===== src/rtl/codec_cfg_pkg.sv =====
`default_nettype none
// ============================================================================
// Module      : codec_cfg_pkg
// Description : Shared constants for the codec configuration sequencer:
//               FSM state encodings, register-initialisation table, default
//               codec I2C address.
// Revision    : 1.0 - initial release
// ============================================================================
package codec_cfg_pkg;

    localparam int NUM_REGS = 11;

    localparam logic [6:0] DEFAULT_DEV_ADDR = 7'h1A;

    typedef logic [2:0] state_t;

    localparam state_t ST_IDLE   = 3'd0;
    localparam state_t ST_SETTLE = 3'd1;
    localparam state_t ST_ISSUE  = 3'd2;
    localparam state_t ST_WAIT   = 3'd3;
    localparam state_t ST_GAP    = 3'd4;
    localparam state_t ST_DONE   = 3'd5;
    localparam state_t ST_ERROR  = 3'd6;

    // Codec register words, written in order. Entry 0 resets the codec and
    // the last entry activates it, so the order must not change.
    localparam logic [15:0] REG_TABLE [NUM_REGS] = '{
        16'h1E00, 16'h0017, 16'h0217, 16'h047F, 16'h067F, 16'h0812,
        16'h0A00, 16'h0C02, 16'h0E23, 16'h1001, 16'h1201
    };

endpackage
`default_nettype wire


===== src/rtl/codec_cfg_rom.sv =====
`default_nettype none
// ============================================================================
// Module      : codec_cfg_rom
// Description : Combinational index -> codec register word lookup. Indices
//               beyond the table return zero.
// Revision    : 1.0 - initial release
// ============================================================================
module codec_cfg_rom
    import codec_cfg_pkg::*;
(
    input  logic [3:0]  index_i,
    output logic [15:0] word_o
);

    // Table lookup; unmatched indices fall through to zero.
    always_comb begin
        word_o = '0;
        for (int i = 0; i < NUM_REGS; i++) begin
            if (index_i == 4'(i)) begin
                word_o = REG_TABLE[i];
            end
        end
    end

endmodule
`default_nettype wire


===== src/rtl/codec_config_sequencer.sv =====
`default_nettype none
// ============================================================================
// Module      : codec_config_sequencer
// Description : Walks the codec register table and issues one I2C write per
//               entry through a request/done handshake with the byte-level
//               I2C master, retrying on NACK. config_done gates the audio
//               clock domain; error flags retry exhaustion.
// Revision    : 1.0 - initial release
// ============================================================================
module codec_config_sequencer
    import codec_cfg_pkg::*;
#(
    parameter int         STARTUP_DELAY = 1024,
    parameter int         GAP_CYCLES    = 64,
    parameter int         MAX_RETRIES   = 3,
    parameter logic [6:0] DEV_ADDR      = DEFAULT_DEV_ADDR
) (
    input  logic        clk,
    input  logic        reset,
    input  logic        start,
    output logic        i2c_req,
    output logic [23:0] i2c_data,
    input  logic        i2c_done,
    input  logic        i2c_ack_ok,
    output logic [3:0]  reg_index,
    output logic [1:0]  retry_count,
    output logic        busy,
    output logic        config_done,
    output logic        error
);

    // One shared delay counter serves both SETTLE and GAP.
    localparam int MAX_DELAY = (STARTUP_DELAY > GAP_CYCLES) ? STARTUP_DELAY : GAP_CYCLES;
    localparam int CNT_W     = (MAX_DELAY < 2) ? 1 : $clog2(MAX_DELAY + 1);

    // Terminal counts: a state lasting N cycles leaves when the count hits N-1.
    localparam logic [CNT_W-1:0] SETTLE_LAST = CNT_W'((STARTUP_DELAY > 0) ? STARTUP_DELAY - 1 : 0);
    localparam logic [CNT_W-1:0] GAP_LAST    = CNT_W'((GAP_CYCLES > 0) ? GAP_CYCLES - 1 : 0);
    localparam logic [1:0]       RETRY_MAX   = 2'(MAX_RETRIES);
    localparam logic [3:0]       LAST_IDX    = 4'(NUM_REGS - 1);

    state_t            state_q, state_d;
    logic [CNT_W-1:0]  cnt_q, cnt_d;
    logic [3:0]        idx_q, idx_d;
    logic [1:0]        retry_q, retry_d;
    logic              req_q, req_d;
    logic [23:0]       data_q, data_d;
    logic [15:0]       rom_word;

    codec_cfg_rom u_rom (
        .index_i (idx_q),
        .word_o  (rom_word)
    );

    // Next-state logic for the FSM, counters and request registers.
    always_comb begin
        state_d = state_q;
        cnt_d   = cnt_q;
        idx_d   = idx_q;
        retry_d = retry_q;
        req_d   = req_q;
        data_d  = data_q;
        case (state_q)
            ST_IDLE: begin
                if (start) begin
                    cnt_d   = '0;
                    state_d = ST_SETTLE;
                end
            end
            ST_SETTLE: begin
                if (cnt_q == SETTLE_LAST) begin
                    cnt_d   = '0;
                    state_d = ST_ISSUE;
                end else begin
                    cnt_d = cnt_q + 1'b1;
                end
            end
            ST_ISSUE: begin
                req_d   = 1'b1;
                data_d  = {DEV_ADDR, 1'b0, rom_word};
                state_d = ST_WAIT;
            end
            ST_WAIT: begin
                // start is deliberately not looked at here.
                if (i2c_done) begin
                    req_d = 1'b0;
                    cnt_d = '0;
                    if (i2c_ack_ok) begin
                        if (idx_q == LAST_IDX) begin
                            state_d = ST_DONE;
                        end else begin
                            idx_d   = idx_q + 1'b1;
                            retry_d = '0;
                            state_d = ST_GAP;
                        end
                    end else if (retry_q < RETRY_MAX) begin
                        retry_d = retry_q + 1'b1;
                        state_d = ST_GAP;
                    end else begin
                        state_d = ST_ERROR;
                    end
                end
            end
            ST_GAP: begin
                if (cnt_q == GAP_LAST) begin
                    cnt_d   = '0;
                    state_d = ST_ISSUE;
                end else begin
                    cnt_d = cnt_q + 1'b1;
                end
            end
            ST_DONE, ST_ERROR: begin
                if (start) begin
                    idx_d   = '0;
                    retry_d = '0;
                    cnt_d   = '0;
                    state_d = ST_SETTLE;
                end
            end
            default: begin
                state_d = ST_IDLE;
            end
        endcase
    end

    // State registers; reset abandons any transfer in flight.
    always_ff @(posedge clk or posedge reset) begin
        if (reset) begin
            state_q <= ST_IDLE;
            cnt_q   <= '0;
            idx_q   <= '0;
            retry_q <= '0;
            req_q   <= 1'b0;
            data_q  <= '0;
        end else begin
            state_q <= state_d;
            cnt_q   <= cnt_d;
            idx_q   <= idx_d;
            retry_q <= retry_d;
            req_q   <= req_d;
            data_q  <= data_d;
        end
    end

    assign i2c_req     = req_q;
    assign i2c_data    = data_q;
    assign reg_index   = idx_q;
    assign retry_count = retry_q;
    assign busy        = (state_q == ST_SETTLE) || (state_q == ST_ISSUE) ||
                         (state_q == ST_WAIT)   || (state_q == ST_GAP);
    assign config_done = (state_q == ST_DONE);
    assign error       = (state_q == ST_ERROR);

endmodule
`default_nettype wire


===== config.mk =====
export PLATFORM = sky130hd
export DESIGN_NAME = codec_config_sequencer
export DESIGN_NICKNAME = d
export VERILOG_FILES = /design/src/rtl/codec_cfg_pkg.sv /design/src/rtl/codec_cfg_rom.sv /design/src/rtl/codec_config_sequencer.sv
export SDC_FILE = /design/constraint.sdc
export NUM_CORES = 1
export LEC_CHECK = 0
export CAP_MARGIN = 20
export CELL_PAD_IN_SITES_DETAIL_PLACEMENT = 1
export CELL_PAD_IN_SITES_GLOBAL_PLACEMENT = 1
export CORE_ASPECT_RATIO = 0.8
export CORE_UTILIZATION = 39
export CTS_BUF_LIST = sky130_fd_sc_hd__clkbuf_16
export CTS_CLUSTER_DIAMETER = 150
export DETAILED_ROUTE_END_ITERATION = 10
export PLACE_DENSITY = 0.77
export SKIP_LAST_GASP = 1
export SLEW_MARGIN = 20
export SYNTH_ARGS = -nofsm -noshare
export SYNTH_HDL_FRONTEND = slang
export SYNTH_SLANG_ARGS = --single-unit

===== constraint.sdc =====
create_clock -name clk -period 2.8 [get_ports clk]
set_clock_uncertainty 0.2 [all_clocks]
set_input_delay 0.42 -clock clk [delete_from_list [all_inputs] [get_ports clk]]
set_output_delay 0.42 -clock clk [all_outputs]
set_load 0.1 [all_outputs]

## Word-level counts from Yosys, hierarchy flattened

Index checks and enable logic that the tools add are counted.

| cells by class | value |
|---|---|
| $add $sub $neg | 3 |
| magnitude comparators | 1 |
| eq/ne operators | 27 |
| mux-type cells | 37 |
| reduce and logical (&&, ||, !) cells | 15 |

Operator list:

| cell | count |
|---|---|
| $mux W13 | 11 |
| $mux W11 | 4 |
| $pmux W11 S4 | 1 |
| $eq A4 B3 Y1 const B | 4 |
| $mux W4 | 4 |
| $mux W3 | 5 |
| $pmux W3 S5 | 1 |
| $eq A4 B4 Y1 const B | 3 |
| $mux W2 | 6 |
| $ne A2 B2 Y1 const B | 6 |
| $add A11 B1 Y11 const B | 1 |
| $eq A11 B10 Y1 const B | 1 |
| $eq A11 B6 Y1 const B | 1 |
| $reduce_and A5 Y1 | 2 |
| $eq A3 B3 Y1 const B | 3 |
| $eq A4 B2 Y1 const B | 2 |
| $pmux W4 S2 | 1 |
| $eq A3 B2 Y1 const B | 2 |
| $ne A3 B3 Y1 const B | 2 |
| $add A4 B1 Y4 const B | 1 |
| $eq A4 B1 Y1 const B | 1 |
| $logic_not A4 Y1 | 1 |
| $pmux W2 S2 | 1 |
| $reduce_and A4 Y1 | 1 |
| other kinds (14) | 18 |

| word-level totals | value |
|---|---|
| register bits after elaboration | 38 |
| input port bits | 5 |
| output and inout bits | 34 |
| word-level logic and storage cells | 89 |

## Depth between registers and ports, before layout

Gate-level depths: netlist (run 1).

| logic depth | value |
|---|---|
| word-level depth | 12 |
| depth in mapped cells | 8 |
| gate-level depth less buffers | 7 |

## Modules after synthesis

Synthesis (run 1) repeated with hierarchy kept, for this count alone.

| unflattened totals | value |
|---|---|
| cell total of the unflattened synthesis | 256 |
| area total of the unflattened synthesis | 2376.0 µm² |

By module, submodules not included:

| module | times used | cells an instance | area each (µm²) | sequential area each (µm²) |
|---|---|---|---|---|
| codec_config_sequencer | 1 | 214 | 2108.3 | 950.9 |
| codec_cfg_rom | 1 | 42 | 267.8 | 0.0 |

## Worst setup path before layout (run 1)

No wires, ideal clock.

| path | value |
|---|---|
| path type | flip-flop to output port |
| start | register state_q[1] |
| end | output busy |
| arrival time | 2.126 ns |
| required time | 2.180 ns |
| setup slack | 0.054 ns |
| cell stages (with the launch flop) | 6 |
| buffers on the path | 2 |
| cell sequence | dfrtp_1 buf_2 clkbuf_1 nor2_1 nor2_1 nor2_1 |

| between the ends | value |
|---|---|
| word-level cells in the longest chain between the ends | 4 |
| elaborated cells on any way between the ends | 7 |
| those cells by class | eq/ne (4); reduce/logical (3) |

RTL lines:

| item | RTL line | source |
|---|---|---|
| start: declaration | codec_config_sequencer.sv:42 | `state_t state_q, state_d;` |
| start signal: assignment | codec_config_sequencer.sv:136 | `state_q <= state_d;` |
| $eq A3 B1 Y1 / $eq A3 B2 Y1 (equally long branches) | codec_config_sequencer.sv:149 | `assign busy = (state_q == ST_SETTLE) \|\| (state_q == ST_ISSUE) \|\|` |
| $logic_or A1 B1 Y1 (2 in series) | codec_config_sequencer.sv:149 |  |
| $logic_or A1 B1 Y1 * | codec_config_sequencer.sv:150 | `(state_q == ST_WAIT) \|\| (state_q == ST_GAP);` |
| end: declaration | codec_config_sequencer.sv:27 | `output logic busy,` |

Every way passes the cells marked *; elsewhere a longest branch is shown, timed or not.

## Final worst setup path (run 1)

| path | value |
|---|---|
| start | register cnt_q[0] |
| end | register cnt_q[8] |

| between the ends | value |
|---|---|
| word-level cells in the longest chain between the ends | 3 |
| elaborated cells on any way between the ends | 6 |
| those cells by class | add/sub (1); eq/ne (2); mux (3) |

RTL lines:

| item | RTL line | source |
|---|---|---|
| start: declaration | codec_config_sequencer.sv:43 | `logic [CNT_W-1:0] cnt_q, cnt_d;` |
| start signal: assignment | codec_config_sequencer.sv:137 | `cnt_q <= cnt_d;` |
| $add A11 B1 Y11, or another cell as far along | codec_config_sequencer.sv:75, codec_config_sequencer.sv:109 |  |
| $mux W11 (on tied branches) | codec_config_sequencer.sv:105, codec_config_sequencer.sv:71 |  |
| $pmux W11 S4 * | codec_config_sequencer.sv:63 | `case (state_q)` |

Marked as above.
A chain may end at the register's enable or synchronous reset.

==> impl_metrics.prom, run 1 <==
# TYPE chip_impl_metric gauge
chip_impl_info{name="outcome",value="complete, but fails checks"} 1
chip_impl_info{name="failing_checks",value="design-rule violations"} 1
chip_impl_metric{name="cap_viol_max_count",unit=""} 0
chip_impl_metric{name="final_number_of_setup_violating_endpoints",unit=""} 0
chip_impl_metric{name="slew_worst_pin",unit="ns"} 0.632
chip_impl_info{name="path_class",value="reg2reg"} 1
chip_impl_metric{name="tritoncts_buffer_count",unit=""} 5
chip_impl_metric{name="final_net_count",unit=""} 281
chip_impl_metric{name="remaining_drc_errors",unit=""} 6
chip_impl_metric{name="count_of_buffers_inserted_at_the_top_level_ports",unit=""} 28
chip_impl_metric{name="flow.area_growth_from_synthesis",unit="%"} 17.9
chip_impl_metric{name="totalWireLength",unit="um"} 5230
chip_impl_metric{name="detail_route.first_pass.iterations",unit=""} 7
chip_impl_metric{name="post_cts.repair.setup_buffers",unit=""} 0
chip_impl_metric{name="mappedNetlistArea",unit="um^2"} 2110
chip_impl_metric{name="drt_antenna_net_count",unit=""} 0
chip_impl_metric{name="io-pin-count",unit=""} 39
chip_impl_metric{name="vias_in_the_first_global_route",unit=""} 1757
chip_impl_metric{name="drt_iter0_drc",unit=""} 113
chip_impl_metric{name="finalWeightedCongestion",unit=""} 0.759
chip_impl_info{name="rsz0062_at_grt",value="false"} 1
chip_impl_metric{name="fp.dieH",unit="um"} 67.9
chip_impl_metric{name="post_layout_nonfiller_instances",unit=""} 333
chip_impl_metric{name="via_count",unit=""} 1860
chip_impl_metric{name="post_cts_resized",unit=""} 0
chip_impl_info{name="root_buffer",value="clkbuf_16"} 1
chip_impl_metric{name="drive_gt1_frac",unit=""} 0.185
chip_impl_metric{name="insertion_delay",unit="ns"} 0.27
chip_impl_metric{name="wl_per_cell",unit="um"} 15.7
chip_impl_metric{name="timing.slew.headroom",unit=""} 0.579
chip_impl_metric{name="placed_area",unit="um^2"} 2330
chip_impl_metric{name="yosys_register_bits",unit=""} 32
chip_impl_info{name="critical-path-slowest-cell",value="nor3_4"} 1
chip_impl_metric{name="antenna_found_initial",unit=""} 0
chip_impl_metric{name="groute.usage.overall",unit=""} 0.199
chip_impl_metric{name="post-route-period-util",unit=""} 0.877
chip_impl_metric{name="ys_types",unit=""} 48
chip_impl_metric{name="report.final.slew_viol_count",unit=""} 0
chip_impl_metric{name="cp_max_fo",unit=""} 7
chip_impl_metric{name="clkSinkCount",unit=""} 32
chip_impl_metric{name="crit_path_arrival_time",unit="ns"} 2.39
chip_impl_metric{name="ys_async_sr_fraction",unit=""} 1.00
chip_impl_metric{name="floorplan.die_area",unit="um^2"} 5720
chip_impl_info{name="crit_path_cell_trace",value="ha_1 -> nand4_2 -> nor4_4 -> o32ai_2 -> nor3_4 -> nor3_2"} 1
chip_impl_metric{name="cpPeakStageDelay",unit="ns"} 0.46
chip_impl_metric{name="cts-htree-levels",unit=""} 2
chip_impl_metric{name="maxClockFrequency",unit="MHz"} 407
chip_impl_metric{name="final-hold-violation-count",unit=""} 0
chip_impl_info{name="critPathLaunchType",value="register"} 1
chip_impl_metric{name="synth_sequential_area_ratio",unit=""} 0.379
chip_impl_metric{name="cts-root-to-sink-buffers",unit=""} 2
chip_impl_metric{name="worst-endpoint-required",unit="ns"} 2.74
chip_impl_info{name="cts_tree",value="yes"} 1
chip_impl_metric{name="number_of_synthesized_flops_with_an_enable_pin",unit=""} 0
chip_impl_metric{name="clk_pin_slew_worst_paths",unit="ns"} 0.05
chip_impl_metric{name="grt_pass1_wl",unit="um"} 8780
chip_impl_metric{name="syn-instance-count",unit=""} 249
chip_impl_metric{name="cts_hold_buf",unit=""} 0
chip_impl_metric{name="placedCellCount",unit=""} 325
chip_impl_metric{name="timing.final.crit_period",unit="ns"} 2.46
chip_impl_metric{name="syn_avg_cell_area",unit="um^2"} 8.49
chip_impl_metric{name="nFillCells",unit=""} 624
chip_impl_metric{name="initial_utilization",unit=""} 0.413
chip_impl_metric{name="finish.instance_area",unit="um^2"} 2490
chip_impl_metric{name="overflow",unit=""} 0
chip_impl_info{name="critPathCaptureType",value="register"} 1
chip_impl_info{name="hold_path.class",value="reg2reg"} 1
chip_impl_metric{name="detailedPlacementHpwl",unit="um"} 3780
chip_impl_info{name="synth_top_flop_cell",value="dfrtp_1"} 1
chip_impl_metric{name="route.detailed.vias_per_inst",unit=""} 5.59
chip_impl_metric{name="num_rows",unit=""} 23
chip_impl_metric{name="placeable_core_region",unit="um^2"} 5120
chip_impl_metric{name="totalNegativeSetupSlack",unit="ns"} 0
chip_impl_metric{name="synthesis.yosys.warnings",unit=""} 0
chip_impl_metric{name="antennaDiodeCount",unit=""} 0
chip_impl_metric{name="grt_max_degree",unit=""} 33
chip_impl_metric{name="die_w",unit="um"} 84.3
==> final timing paths <==
| kind | from | to | slack [ns] | depth (start not counted) |
|---|---|---|---|---|
| setup reg to reg | cnt_q[0]$_DFFE_PP0P_ | cnt_q[8]$_DFFE_PP0P_ | 0.34 | 6 |
| hold / removal | i2c_data[0]$_DFFE_PP0P_ | i2c_data[0]$_DFFE_PP0P_ | 0.28 | 2 |
| hold reg to reg | i2c_data[0]$_DFFE_PP0P_ | i2c_data[0]$_DFFE_PP0P_ | 0.28 | 2 |
| min in group asynchronous | reset | cnt_q[3]$_DFFE_PP0P_ | 0.35 | 3 |
| setup / recovery | cnt_q[0]$_DFFE_PP0P_ | cnt_q[8]$_DFFE_PP0P_ | 0.34 | 6 |
| max in group asynchronous | reset | state_q[0]$_DFFE_PP0P_ | 1.74 | 3 |
==> layout by cell type (no fill, tap or decap), types with 2 or more instances in the layout <==
| cell | instances |
|---|---|
| nor4_4 | 2 |
| nand2b_1 | 6 |
| nand4_1 | 2 |
| o21ai_0 | 21 |
| mux2_2 | 2 |
| nor3_1 | 8 |
| ha_1 | 6 |
| a21oi_1 | 15 |
| o221ai_1 | 2 |
| buf_4 | 25 |
| o22ai_1 | 2 |
| nand2_1 | 29 |
| nor2_1 | 24 |
| o21ai_1 | 4 |
| mux2i_1 | 2 |
| a31oi_1 | 3 |
| dfrtp_1 | 32 |
| and2_1 | 4 |
| clkbuf_16 | 5 |
| inv_1 | 10 |
| nand3b_1 | 2 |
| nor2b_1 | 5 |
| conb_1 | 10 |
| nor3_2 | 6 |
| o2bb2ai_1 | 2 |
| clkdlybuf4s50_1 | 4 |
| nand3_1 | 11 |
| a22o_1 | 2 |
| o31ai_1 | 3 |
==> cells in the mapped netlist, types with 2 or more instances <==
library cell  number  area share
dfrtp_1           32        0.38
nand2_1           29       0.051
nor2_1            24       0.043
o21ai_0           21       0.050
a21oi_1           15       0.036
buf_4             13       0.046
clkbuf_1          11       0.020
nand3_1           11       0.026
inv_1              9       0.016
nor3_1             8       0.019
ha_1               6       0.036
nand2b_1           6       0.018
nor3_2             6       0.028
nor2b_1            5       0.015
and2_1             4       0.012
o21ai_1            4      0.0095
a31oi_1            3      0.0089
o31ai_1            3       0.011
a22o_1             2      0.0083
mux2_2             2       0.011
mux2i_1            2      0.0095
nand3b_1           2      0.0071
nand4_1            2      0.0059
nor4_4             2       0.020
o221ai_1           2      0.0083
o22ai_1            2      0.0059
o2bb2ai_1          2      0.0083
==> layer usage <==
metal | track usage | wire (um) | up-vias
met3 | 0.0398 | 212 | 5
met5 | 0 | 0 | -
met4 | 0.0453 | 31 | 0
met1 | 0.284 | 2620 | 905
li1 | - | - | 906
met2 | 0.316 | 2360 | 44
==> critical path, delay by kind of cell, from the launching register on <==
family	cells	cell delay, ns
and+or+nand+nor	4	1.25
DFF	1	0.42
adders and majority gates	1	0.25
AOI/OAI and AO/OA	1	0.19
==> final cells by class <==
cell class                      instances  area [um^2]  area share
Sequential cell                        32          801       0.321
Timing Repair Buffer                   30          248      0.0993
Tap cell                               62         77.6      0.0311
Clock inverter                          3         38.8      0.0156
Inverter                                9         33.8      0.0135
Multi-Input combinational cell        192         1170       0.469
Clock buffer                            5          125      0.0502
==> cells by family after synthesis <==
group | Yosys count | synth area share
adder cells (fa/ha/maj) | 6 | 0.0355
other | 1 | 0.00177
flip-flops | 32 | 0.379
AND/OR/NAND/NOR | 107 | 0.282
AO/OA/AOI/OAI | 64 | 0.194
multiplexers | 4 | 0.0201
XOR/XNOR | 1 | 0.00414
buffers and inverters | 34 | 0.0840
==> per-stage QoR <==
stage,util,hold slack [ns],setup WS (ns)
after floorplan,-,0.291,0.0541
after global routing,0.487,0.311,0.121
after CTS,0.487,0.284,0.325
after detailed placement,0.455,0.271,0.260
final,0.487,0.279,0.344
after global placement,0.455,0.265,0.328
==> registers in the layout, summed over array words and instances, names as in the netlist <==
signal / cells
cnt_q: 11
i2c_data: 11
i2c_req: 1
reg_index: 4
retry_count: 2
state_q: 3
Power of run 1 is not shown: default switching activity piles up to over one toggle a cycle in this logic, so the estimate is an artifact.
==> run 2: changes to the inputs <==
Settings changed: SLEW_MARGIN 20 to 15.
==> results of run 2 <==
Same layout as run 1: the final DEF is identical, and so are final timing and power.
Power of run 2 is left out for the same reason.
==> run 3: changes to the inputs <==
Settings changed: TNS_END_PERCENT set to 20.
==> results of run 3 <==
Same layout as run 1: the final DEF is identical, and so are final timing and power.
Power of run 3 is left out for the same reason.
